<file path="config.mk">
export PLATFORM = sky130hd
export DESIGN_NAME = hough_vote_sequencer_flat
export DESIGN_NICKNAME = d
export VERILOG_FILES = /design/src/rtl/hough_vote_sequencer_if.sv /design/src/rtl/hough_vote_sequencer.sv /design/src/flat_wrapper.sv
export SDC_FILE = /design/constraint.sdc
export NUM_CORES = 1
export LEC_CHECK = 0
export BUFFER_PORTS_ARGS = -buffer_cell sky130_fd_sc_hd__buf_2
export CORE_AREA = 10 10 226 228
export DETAILED_ROUTE_END_ITERATION = 7
export DIE_AREA = 0 0 236 238
export GPL_TIMING_DRIVEN = 0
export MAX_ROUTING_LAYER = met4
export PLACE_DENSITY = 0.55
export SLEW_MARGIN = 10
export SYNTH_ARGS = -nofsm -noshare
export SYNTH_HDL_FRONTEND = slang
export SYNTH_SLANG_ARGS = --single-unit
</file>
<file path="constraint.sdc">
create_clock -name clk -period 9.9 [get_ports clk]
set_clock_uncertainty 0.15 [all_clocks]
set_input_delay 2.97 -clock clk [delete_from_list [all_inputs] [get_ports clk]]
set_output_delay 2.97 -clock clk [all_outputs]
set_load 0.05 [all_outputs]
</file>
<file path="src/rtl/hough_vote_sequencer_if.sv">
// Pixel stream into, and vote stream out of, the Hough vote sequencer.
// The sequencer itself uses the master modport; the pixel source and the
// accumulator side use the slave modport.
interface hough_vote_sequencer_if;
   logic       pixel_in;
   logic       pixel_valid;
   logic [9:0] pixel_x;
   logic [9:0] pixel_y;
   logic       vote_valid;
   logic       vote_ready;
   logic [9:0] vote_x;
   logic [9:0] vote_y;
   logic [7:0] vote_theta;

   // Sequencer view: consumes edge pixels, issues vote commands.
   modport master (
      input  pixel_in, pixel_valid, pixel_x, pixel_y, vote_ready,
      output vote_valid, vote_x, vote_y, vote_theta
   );

   // Environment view: supplies edge pixels, accepts vote commands.
   modport slave (
      output pixel_in, pixel_valid, pixel_x, pixel_y, vote_ready,
      input  vote_valid, vote_x, vote_y, vote_theta
   );
endinterface

</file>
<file path="src/rtl/hough_vote_sequencer.sv">
// Frame-level controller for the Hough accumulator. Buffers edge pixels in a
// small FIFO, expands each into THETA_STEPS vote commands, and sequences the
// CLEAR / IDLE / ACCUM / DRAIN / SEARCH phases so the accumulator RAM is only
// ever driven by one phase at a time.
// Optional feature: define HOUGH_SEQ_DROP_CNT_EN to add drop_count_o, a
// saturating count of edge pixels lost on a full FIFO.
module hough_vote_sequencer #(
   parameter int THETA_STEPS = 90,
   parameter int ACC_DEPTH   = 50400,
   parameter int ADDR_BITS   = 16,
   parameter int FIFO_DEPTH  = 16
) (
   input  logic                          clk,
   input  logic                          rst,
   hough_vote_sequencer_if.master        bus,
   input  logic                          frame_start_i,
   input  logic                          frame_end_i,
   input  logic                          search_done_i,
   output logic                          clr_en_o,
   output logic [ADDR_BITS-1:0]          clr_addr_o,
   output logic                          search_start_o,
   output logic [2:0]                    phase_o,
   output logic                          busy_o,
   output logic [$clog2(FIFO_DEPTH):0]   fifo_level_o,
   output logic                          overflow_o,
   output logic                          frame_missed_o
`ifdef HOUGH_SEQ_DROP_CNT_EN
   ,
   output logic [15:0]                   drop_count_o
`endif
);

   localparam int PTR_BITS = $clog2(FIFO_DEPTH);
   localparam int CNT_BITS = PTR_BITS + 1;
   localparam logic [7:0]           THETA_LAST = 8'(THETA_STEPS - 1);
   localparam logic [ADDR_BITS-1:0] CLR_LAST   = ADDR_BITS'(ACC_DEPTH - 1);
   localparam logic [CNT_BITS-1:0]  FIFO_FULL  = CNT_BITS'(FIFO_DEPTH);

   typedef enum logic [2:0] {
      CLEAR  = 3'd0,
      IDLE   = 3'd1,
      ACCUM  = 3'd2,
      DRAIN  = 3'd3,
      SEARCH = 3'd4
   } phase_e;

   phase_e                state_q, state_d;
   logic [19:0]           mem_q [FIFO_DEPTH];
   logic [PTR_BITS-1:0]   wr_ptr_q, wr_ptr_d;
   logic [PTR_BITS-1:0]   rd_ptr_q, rd_ptr_d;
   logic [CNT_BITS-1:0]   count_q, count_d;
   logic [7:0]            theta_q, theta_d;
   logic                  clr_en_q, clr_en_d;
   logic [ADDR_BITS-1:0]  clr_addr_q, clr_addr_d;
   logic                  vote_valid_q, vote_valid_d;
   logic [9:0]            vote_x_q, vote_x_d;
   logic [9:0]            vote_y_q, vote_y_d;
   logic                  search_start_q, search_start_d;
   logic                  busy_q, busy_d;
   logic                  overflow_q, overflow_d;
   logic                  frame_missed_q, frame_missed_d;
`ifdef HOUGH_SEQ_DROP_CNT_EN
   logic [15:0]           drop_cnt_q, drop_cnt_d;
`endif

   logic xfer, pop, push_req, push, drop;

   // Next-state: FIFO bookkeeping, theta stepping, phase sequencing and the
   // registered output values derived from the next state.
   always_comb begin
      // NOTE: every signal gets a default before any branch so no latch is inferred.
      state_d        = state_q;
      wr_ptr_d       = wr_ptr_q;
      rd_ptr_d       = rd_ptr_q;
      theta_d        = theta_q;
      clr_en_d       = clr_en_q;
      clr_addr_d     = clr_addr_q;
      vote_x_d       = vote_x_q;
      vote_y_d       = vote_y_q;
      search_start_d = 1'b0;
      overflow_d     = overflow_q;
`ifdef HOUGH_SEQ_DROP_CNT_EN
      drop_cnt_d     = drop_cnt_q;
`endif

      xfer     = vote_valid_q && bus.vote_ready;
      pop      = xfer && (theta_q == THETA_LAST);
      push_req = (state_q == ACCUM) && bus.pixel_valid && bus.pixel_in;
      // A full FIFO still takes a pixel when the head leaves in the same cycle.
      push     = push_req && ((count_q != FIFO_FULL) || pop);
      drop     = push_req && !push;

      if (xfer) theta_d = pop ? 8'd0 : theta_q + 8'd1;
      if (push) wr_ptr_d = wr_ptr_q + PTR_BITS'(1);
      if (pop)  rd_ptr_d = rd_ptr_q + PTR_BITS'(1);
      count_d = count_q + CNT_BITS'(push) - CNT_BITS'(pop);

      if (drop) begin
         overflow_d = 1'b1;
`ifdef HOUGH_SEQ_DROP_CNT_EN
         if (drop_cnt_q != 16'hFFFF) drop_cnt_d = drop_cnt_q + 16'd1;
`endif
      end

      frame_missed_d = frame_start_i && (state_q != IDLE);

      unique case (state_q)
         CLEAR: begin
            // First CLEAR cycle after reset only arms the write strobe.
            if (!clr_en_q) begin
               clr_en_d   = 1'b1;
               clr_addr_d = '0;
            end else if (clr_addr_q == CLR_LAST) begin
               clr_en_d   = 1'b0;
               clr_addr_d = '0;
               state_d    = IDLE;
            end else begin
               clr_addr_d = clr_addr_q + ADDR_BITS'(1);
            end
         end
         IDLE: begin
            if (frame_start_i) begin
               state_d    = ACCUM;
               overflow_d = 1'b0;
`ifdef HOUGH_SEQ_DROP_CNT_EN
               drop_cnt_d = 16'd0;
`endif
            end
         end
         ACCUM: begin
            if (frame_end_i) state_d = DRAIN;
         end
         DRAIN: begin
            if (count_q == '0) begin
               state_d        = SEARCH;
               search_start_d = 1'b1;
            end
         end
         SEARCH: begin
            if (search_done_i) begin
               state_d    = CLEAR;
               clr_en_d   = 1'b1;
               clr_addr_d = '0;
            end
         end
         default: state_d = CLEAR;
      endcase

      busy_d       = (state_d != IDLE);
      vote_valid_d = (count_d != '0) && ((state_d == ACCUM) || (state_d == DRAIN));

      // Present the next head; a pixel written into the slot becoming head
      // this cycle is forwarded because the RAM write lands at the same edge.
      if (count_d != '0) begin
         if (push && (rd_ptr_d == wr_ptr_q)) begin
            vote_x_d = bus.pixel_x;
            vote_y_d = bus.pixel_y;
         end else begin
            {vote_x_d, vote_y_d} = mem_q[rd_ptr_d];
         end
      end
   end

   // Phase, FIFO pointers and all output registers, synchronously reset.
   always_ff @(posedge clk) begin
      // NOTE: sequential state uses non-blocking assignments so every register samples pre-edge values.
      if (rst) begin
         state_q        <= CLEAR;
         wr_ptr_q       <= '0;
         rd_ptr_q       <= '0;
         count_q        <= '0;
         theta_q        <= 8'd0;
         clr_en_q       <= 1'b0;
         clr_addr_q     <= '0;
         vote_valid_q   <= 1'b0;
         vote_x_q       <= 10'd0;
         vote_y_q       <= 10'd0;
         search_start_q <= 1'b0;
         busy_q         <= 1'b1;
         overflow_q     <= 1'b0;
         frame_missed_q <= 1'b0;
`ifdef HOUGH_SEQ_DROP_CNT_EN
         drop_cnt_q     <= 16'd0;
`endif
      end else begin
         state_q        <= state_d;
         wr_ptr_q       <= wr_ptr_d;
         rd_ptr_q       <= rd_ptr_d;
         count_q        <= count_d;
         theta_q        <= theta_d;
         clr_en_q       <= clr_en_d;
         clr_addr_q     <= clr_addr_d;
         vote_valid_q   <= vote_valid_d;
         vote_x_q       <= vote_x_d;
         vote_y_q       <= vote_y_d;
         search_start_q <= search_start_d;
         busy_q         <= busy_d;
         overflow_q     <= overflow_d;
         frame_missed_q <= frame_missed_d;
`ifdef HOUGH_SEQ_DROP_CNT_EN
         drop_cnt_q     <= drop_cnt_d;
`endif
      end
   end

   // Edge-pixel storage.
   always_ff @(posedge clk) begin
      // NOTE: the FIFO array is not reset; the pointers and count define which entries are valid.
      if (push) mem_q[wr_ptr_q] <= {bus.pixel_x, bus.pixel_y};
   end

   assign bus.vote_valid = vote_valid_q;
   assign bus.vote_x     = vote_x_q;
   assign bus.vote_y     = vote_y_q;
   assign bus.vote_theta = theta_q;
   assign clr_en_o       = clr_en_q;
   assign clr_addr_o     = clr_addr_q;
   assign search_start_o = search_start_q;
   assign phase_o        = state_q;
   assign busy_o         = busy_q;
   assign fifo_level_o   = count_q;
   assign overflow_o     = overflow_q;
   assign frame_missed_o = frame_missed_q;
`ifdef HOUGH_SEQ_DROP_CNT_EN
   assign drop_count_o   = drop_cnt_q;
`endif

endmodule

</file>
<file path="src/flat_wrapper.sv">
// flat-port wrapper written by rule: the top's interface ports become plain ports
module hough_vote_sequencer_flat 
#(
   parameter int THETA_STEPS = 90,
   parameter int ACC_DEPTH   = 50400,
   parameter int ADDR_BITS   = 16,
   parameter int FIFO_DEPTH  = 16
)
  (clk, rst, frame_start_i, frame_end_i, search_done_i, clr_en_o, clr_addr_o, search_start_o, phase_o, busy_o, fifo_level_o, overflow_o, frame_missed_o, bus_pixel_in, bus_pixel_valid, bus_pixel_x, bus_pixel_y, bus_vote_ready, bus_vote_valid, bus_vote_x, bus_vote_y, bus_vote_theta);
  hough_vote_sequencer_if bus_i ();
  input  logic clk;
  input  logic rst;
  input  logic frame_start_i;
  input  logic frame_end_i;
  input  logic search_done_i;
  output logic clr_en_o;
  output logic [ADDR_BITS-1:0] clr_addr_o;
  output logic search_start_o;
  output logic [2:0] phase_o;
  output logic busy_o;
  output logic [$clog2(FIFO_DEPTH):0] fifo_level_o;
  output logic overflow_o;
  output logic frame_missed_o;
  input wire logic [$bits(bus_i.pixel_in)-1:0] bus_pixel_in;
  input wire logic [$bits(bus_i.pixel_valid)-1:0] bus_pixel_valid;
  input wire logic [$bits(bus_i.pixel_x)-1:0] bus_pixel_x;
  input wire logic [$bits(bus_i.pixel_y)-1:0] bus_pixel_y;
  input wire logic [$bits(bus_i.vote_ready)-1:0] bus_vote_ready;
  output wire logic [$bits(bus_i.vote_valid)-1:0] bus_vote_valid;
  output wire logic [$bits(bus_i.vote_x)-1:0] bus_vote_x;
  output wire logic [$bits(bus_i.vote_y)-1:0] bus_vote_y;
  output wire logic [$bits(bus_i.vote_theta)-1:0] bus_vote_theta;
  assign bus_i.pixel_in = bus_pixel_in;
  assign bus_i.pixel_valid = bus_pixel_valid;
  assign bus_i.pixel_x = bus_pixel_x;
  assign bus_i.pixel_y = bus_pixel_y;
  assign bus_i.vote_ready = bus_vote_ready;
  assign bus_vote_valid = bus_i.vote_valid;
  assign bus_vote_x = bus_i.vote_x;
  assign bus_vote_y = bus_i.vote_y;
  assign bus_vote_theta = bus_i.vote_theta;
  hough_vote_sequencer #(.THETA_STEPS(THETA_STEPS), .ACC_DEPTH(ACC_DEPTH), .ADDR_BITS(ADDR_BITS), .FIFO_DEPTH(FIFO_DEPTH)) u_core (.clk(clk), .rst(rst), .bus(bus_i), .frame_start_i(frame_start_i), .frame_end_i(frame_end_i), .search_done_i(search_done_i), .clr_en_o(clr_en_o), .clr_addr_o(clr_addr_o), .search_start_o(search_start_o), .phase_o(phase_o), .busy_o(busy_o), .fifo_level_o(fifo_level_o), .overflow_o(overflow_o), .frame_missed_o(frame_missed_o));
endmodule
</file>
==> results.toml <==
[sta]
relSlewSlack_pct = 39.9
grt_setup_unrepaired = "no"
min_period_over_period_pct = 75.7
hold_viol = 0
max_clock_freq_ghz = 0.133
setup-tns-final_ns = 0
final.min_clock_period_ns = 7.49
timing.final.max_slew_violations = 0
report.final.setup_viol = 0
post-route-worst-setup-slack_ns = 2.41
worstMarginPinSlew_ns = 0.902

[finish]
layout.nets = 1332
layout-area-overhead-vs-synth_pct = 15.1
fin_cells = 1933
number_of_inserted_filler_cells_in_the_final_layout = 4032
multiInputGateArea_um2 = 7060
drive_gt1_share_pct = 31.6
layout.area.seq_um2 = 10900

[clock_tree]
cts_inserted_buffers = 44
clock-sinks = 386
cts_buffer_depth = 3
ctsHtreeMaxLevel = 2
clk_pin_slew_worst_paths_ns = 0.06
cts.repair.resized = 0
postCtsSetupRepairBufs = 0
cts.hold.buffers_added = 0
tritoncts = "done"
clk_root_buffer_cell = "sky130_fd_sc_hd__clkbuf_16"
clock_insertion_delay_worst_skew_ns = 0.58

[routing]
initialDrtViolationCount = 1119
detail_route.vias_per_cell = 5.89
drt_drc_violations_left = 0
antenna_violating_nets_post_route = 0
first_pass_iters = 5
drt-total-wl_um = 51200
detailroute.via_count = 11400
detail_route.wl_per_cell_um = 26.5

[floorplanning]
dieWidth_um = 236
die_ar_um2 = 56200
io-pin-count = 86
initial_core_util_pct = 39.7
row_count = 79
core-area_um2 = 46400
dieHeight_um = 238

[global_route]
gr-usage-met1_pct = 23.6
number_of_global_route_vias_before_repair = 11600
pin_count_of_the_biggest_net_entering_global_routing = 21
grt_antenna_before_repair = 2
grt_first_pass_wirelength_um = 76500
grtUsageMet3_pct = 3.84
gr-usage-met2_pct = 29.5
grt_usage_pct = 18.6
grt-busiest-layer = "met2"
globalRoute.totalOverflow = 0

[worst_hold_path]
hold_end = "u_core.clr_addr_o[15]$_SDFFE_PP0P_"
hold_depth = 1
holdCritPathClass = "reg2reg"
hp-start = "u_core.clr_addr_o[15]$_SDFFE_PP0P_"

[power]
p_leak_nw = 6.87
switchingPower_mw = 0.699
p_comb_share_pct = 1.3
peakVddDrop_uv = 110
p_sw_share_pct = 20.7
p_int_mw = 2.68
total_power_mw = 3.38
pwr-share-seq_pct = 52.0
power.share.clock_pct = 46.7
power_density_relative_to_cell_area_nw_per_um2 = 160

[placed_design]
portBuffers = 84
dp_hpwl_um = 34900
dpl_worst_slack_ns = 1.88
routabilityCongestion = 0.861
placed_cells_incl_taps = 1850

[yosys]
synth_top_cell_area_share_pct = 52.2
synth_enable_flop_cells = 320
synth_sequential_area_ratio_pct = 59.4
synthTopCellsByCount = "sky130_fd_sc_hd__edfxtp_1, sky130_fd_sc_hd__mux4_2, sky130_fd_sc_hd__nand2_1"
synthMostInstantiatedCell = "sky130_fd_sc_hd__edfxtp_1"
synth_top_cells_by_area = "sky130_fd_sc_hd__edfxtp_1, sky130_fd_sc_hd__mux4_2, sky130_fd_sc_hd__dfxtp_1"
ys_dominant_reg_cell = "sky130_fd_sc_hd__edfxtp_1"
synthArstFlopShare_pct = 0
gate_count_after_technology_mapping = 1148
syn-cell-area_um2 = 18400
synth_cell_types = 58
synth.net_count = 1191
synth_seq_cells = 386
yosys.area.top_type = "sky130_fd_sc_hd__edfxtp_1"
synth.yosys.warnings = 0
synthesis.area_per_instance_um2 = 16.0

[worst_setup_path]
worst-endpoint-arrival_ns = 7.84
timing.critical_path.cells = "buf_2 -> and4bb_2 -> nand3_1 -> inv_1 -> clkbuf_1 -> buf_1 -> ha_1 -> inv_1 -> ha_1 -> fa_1 -> nor3_1 -> and3_1 -> or2_2 -> clkbuf_1 -> o31a_1"
worstRegToRegCells = 15
timing.reg2reg.setup_slack_ns = 4.29
timing.critical_path.from_type = "input port"
worstReg2RegEnd = "u_core.bus.vote_x[7]$_SDFFE_PP0P_"
worstSetupEndpointType = "flop"
cpLargestDelayFamily = "buffers and inverters"
timing_worst_setup_path_type = "in2reg"
slowest_delay_ns = 0.59
worst_r2r_startpoint = "u_core.bus.vote_theta[0]$_SDFFE_PP0P_"
critical_path_buf_inv_count = 6
crit_slowest_cell = "sky130_fd_sc_hd__nor3_1"
critical_path.max_fanout = 10
worstPathRequired_ns = 10.25

[flow_run]
max_cap_viol_count = 0

[outcome]
status = "complete, no violations"
-- power by group through the flow --
| stage | Clock (mW) | Sequential (mW) | Combinational, mW |
|---|---|---|---|
| 2_1_floorplan | 0 | 1.79 | 0.00758 |
| 3_3_place_gp | 0 | 1.79 | 0.0447 |
| 3_5_place_dp | 0 | 1.79 | 0.0460 |
| 4_1_cts | 1.61 | 1.76 | 0.0458 |
| 5_1_grt | 1.69 | 1.76 | 0.0484 |
| 6_report | 1.58 | 1.76 | 0.0449 |
-- flip-flops by register name, indices dropped and copies added, names as in the netlist --
register,count
u_core.search_start_o,1
u_core.wr_ptr_q,4
u_core.frame_missed_o,1
u_core.overflow_o,1
u_core.clr_en_o,1
u_core.rd_ptr_q,4
u_core.busy_o,1
u_core.bus.vote_y,10
u_core.mem_q,320
u_core.phase_o,3
u_core.fifo_level_o,5
u_core.bus.vote_x,10
u_core.bus.vote_theta,8
u_core.bus.vote_valid,1
u_core.clr_addr_o,16
-- metal layers --
metal	up-vias	routed length, um
met3	84	3270
li1	4981	-
met1	5942	21700
met2	386	24900
met5	-	0
met4	0	1360
-- stage by stage --
step	util, %	cell area (um2)	hold slack (ns)
6_report	45.7	21200	0.378
5_1_grt	45.7	21200	0.387
4_1_cts	45.7	21200	0.373
3_5_place_dp	42.7	19800	0.360
3_3_place_gp	42.2	19600	0.348
2_1_floorplan	-	18400	0.427
-- layout by cell type, fill, tap and decap left out, types with 11 or more instances in the layout --
cell	netlist	layout
sky130_fd_sc_hd__nand2_1	73	73
sky130_fd_sc_hd__o31a_1	40	40
sky130_fd_sc_hd__buf_4	3	11
sky130_fd_sc_hd__inv_1	33	33
sky130_fd_sc_hd__nor2_1	49	37
sky130_fd_sc_hd__ha_1	14	14
sky130_fd_sc_hd__a21oi_1	37	37
sky130_fd_sc_hd__a22oi_1	21	21
sky130_fd_sc_hd__xor2_1	11	11
sky130_fd_sc_hd__dfxtp_1	66	66
sky130_fd_sc_hd__o21ai_0	28	28
sky130_fd_sc_hd__mux4_2	160	160
sky130_fd_sc_hd__edfxtp_1	320	320
sky130_fd_sc_hd__mux2_2	40	40
sky130_fd_sc_hd__a41oi_1	22	22
sky130_fd_sc_hd__nor3_1	19	15
sky130_fd_sc_hd__buf_2	29	113
sky130_fd_sc_hd__a311oi_1	11	11
sky130_fd_sc_hd__xnor2_1	14	14
sky130_fd_sc_hd__mux2i_1	21	21
sky130_fd_sc_hd__clkbuf_16	0	45
sky130_fd_sc_hd__clkbuf_1	49	59
-- kinds of logic (layout without fill, tap and decap cells) --
logic type	count (synthesis)	count (layout)	synth area share [%]
buffers and inverters	120	296	2.79
AND/OR/NAND/NOR	204	204	5.55
other	0	2	0
AO/OA/AOI/OAI	177	177	6.85
multiplexers	221	221	23.2
adder cells (fa/ha/maj)	15	15	1.06
flip-flops	386	386	59.4
XOR/XNOR	25	25	1.19
-- final cells by class --
cell class | instances | share of cell area [%]
clock buffer | 56 | 5.56
multi-input combinational | 642 | 33.3
timing repair buffer | 95 | 2.54
buffer | 87 | 1.84
antenna | 2 | 0.0236
inverter | 33 | 0.585
clock inverter | 25 | 0.933
sequential | 386 | 51.6
tap | 607 | 3.59
-- worst max-delay path by stage --
stage | from | to | slack, ns | depth (start not counted)
floorplan | bus_vote_ready | u_core.bus.vote_x[0]$_SDFFE_PP0P_ | 3.36 | 16
global placement | bus_vote_ready | u_core.mem_q[3][15]$_DFFE_PP_ | 1.03 | 8
detailed placement | bus_vote_ready | u_core.bus.vote_y[2]$_SDFFE_PP0P_ | 1.88 | 17
CTS | bus_vote_ready | u_core.bus.vote_y[4]$_SDFFE_PP0P_ | 2.45 | 15
global route | bus_vote_ready | u_core.bus.vote_x[0]$_SDFFE_PP0P_ | 2.19 | 17
finish | bus_vote_ready | u_core.bus.vote_x[7]$_SDFFE_PP0P_ | 2.41 | 15
(Power assumes the default switching activity.)
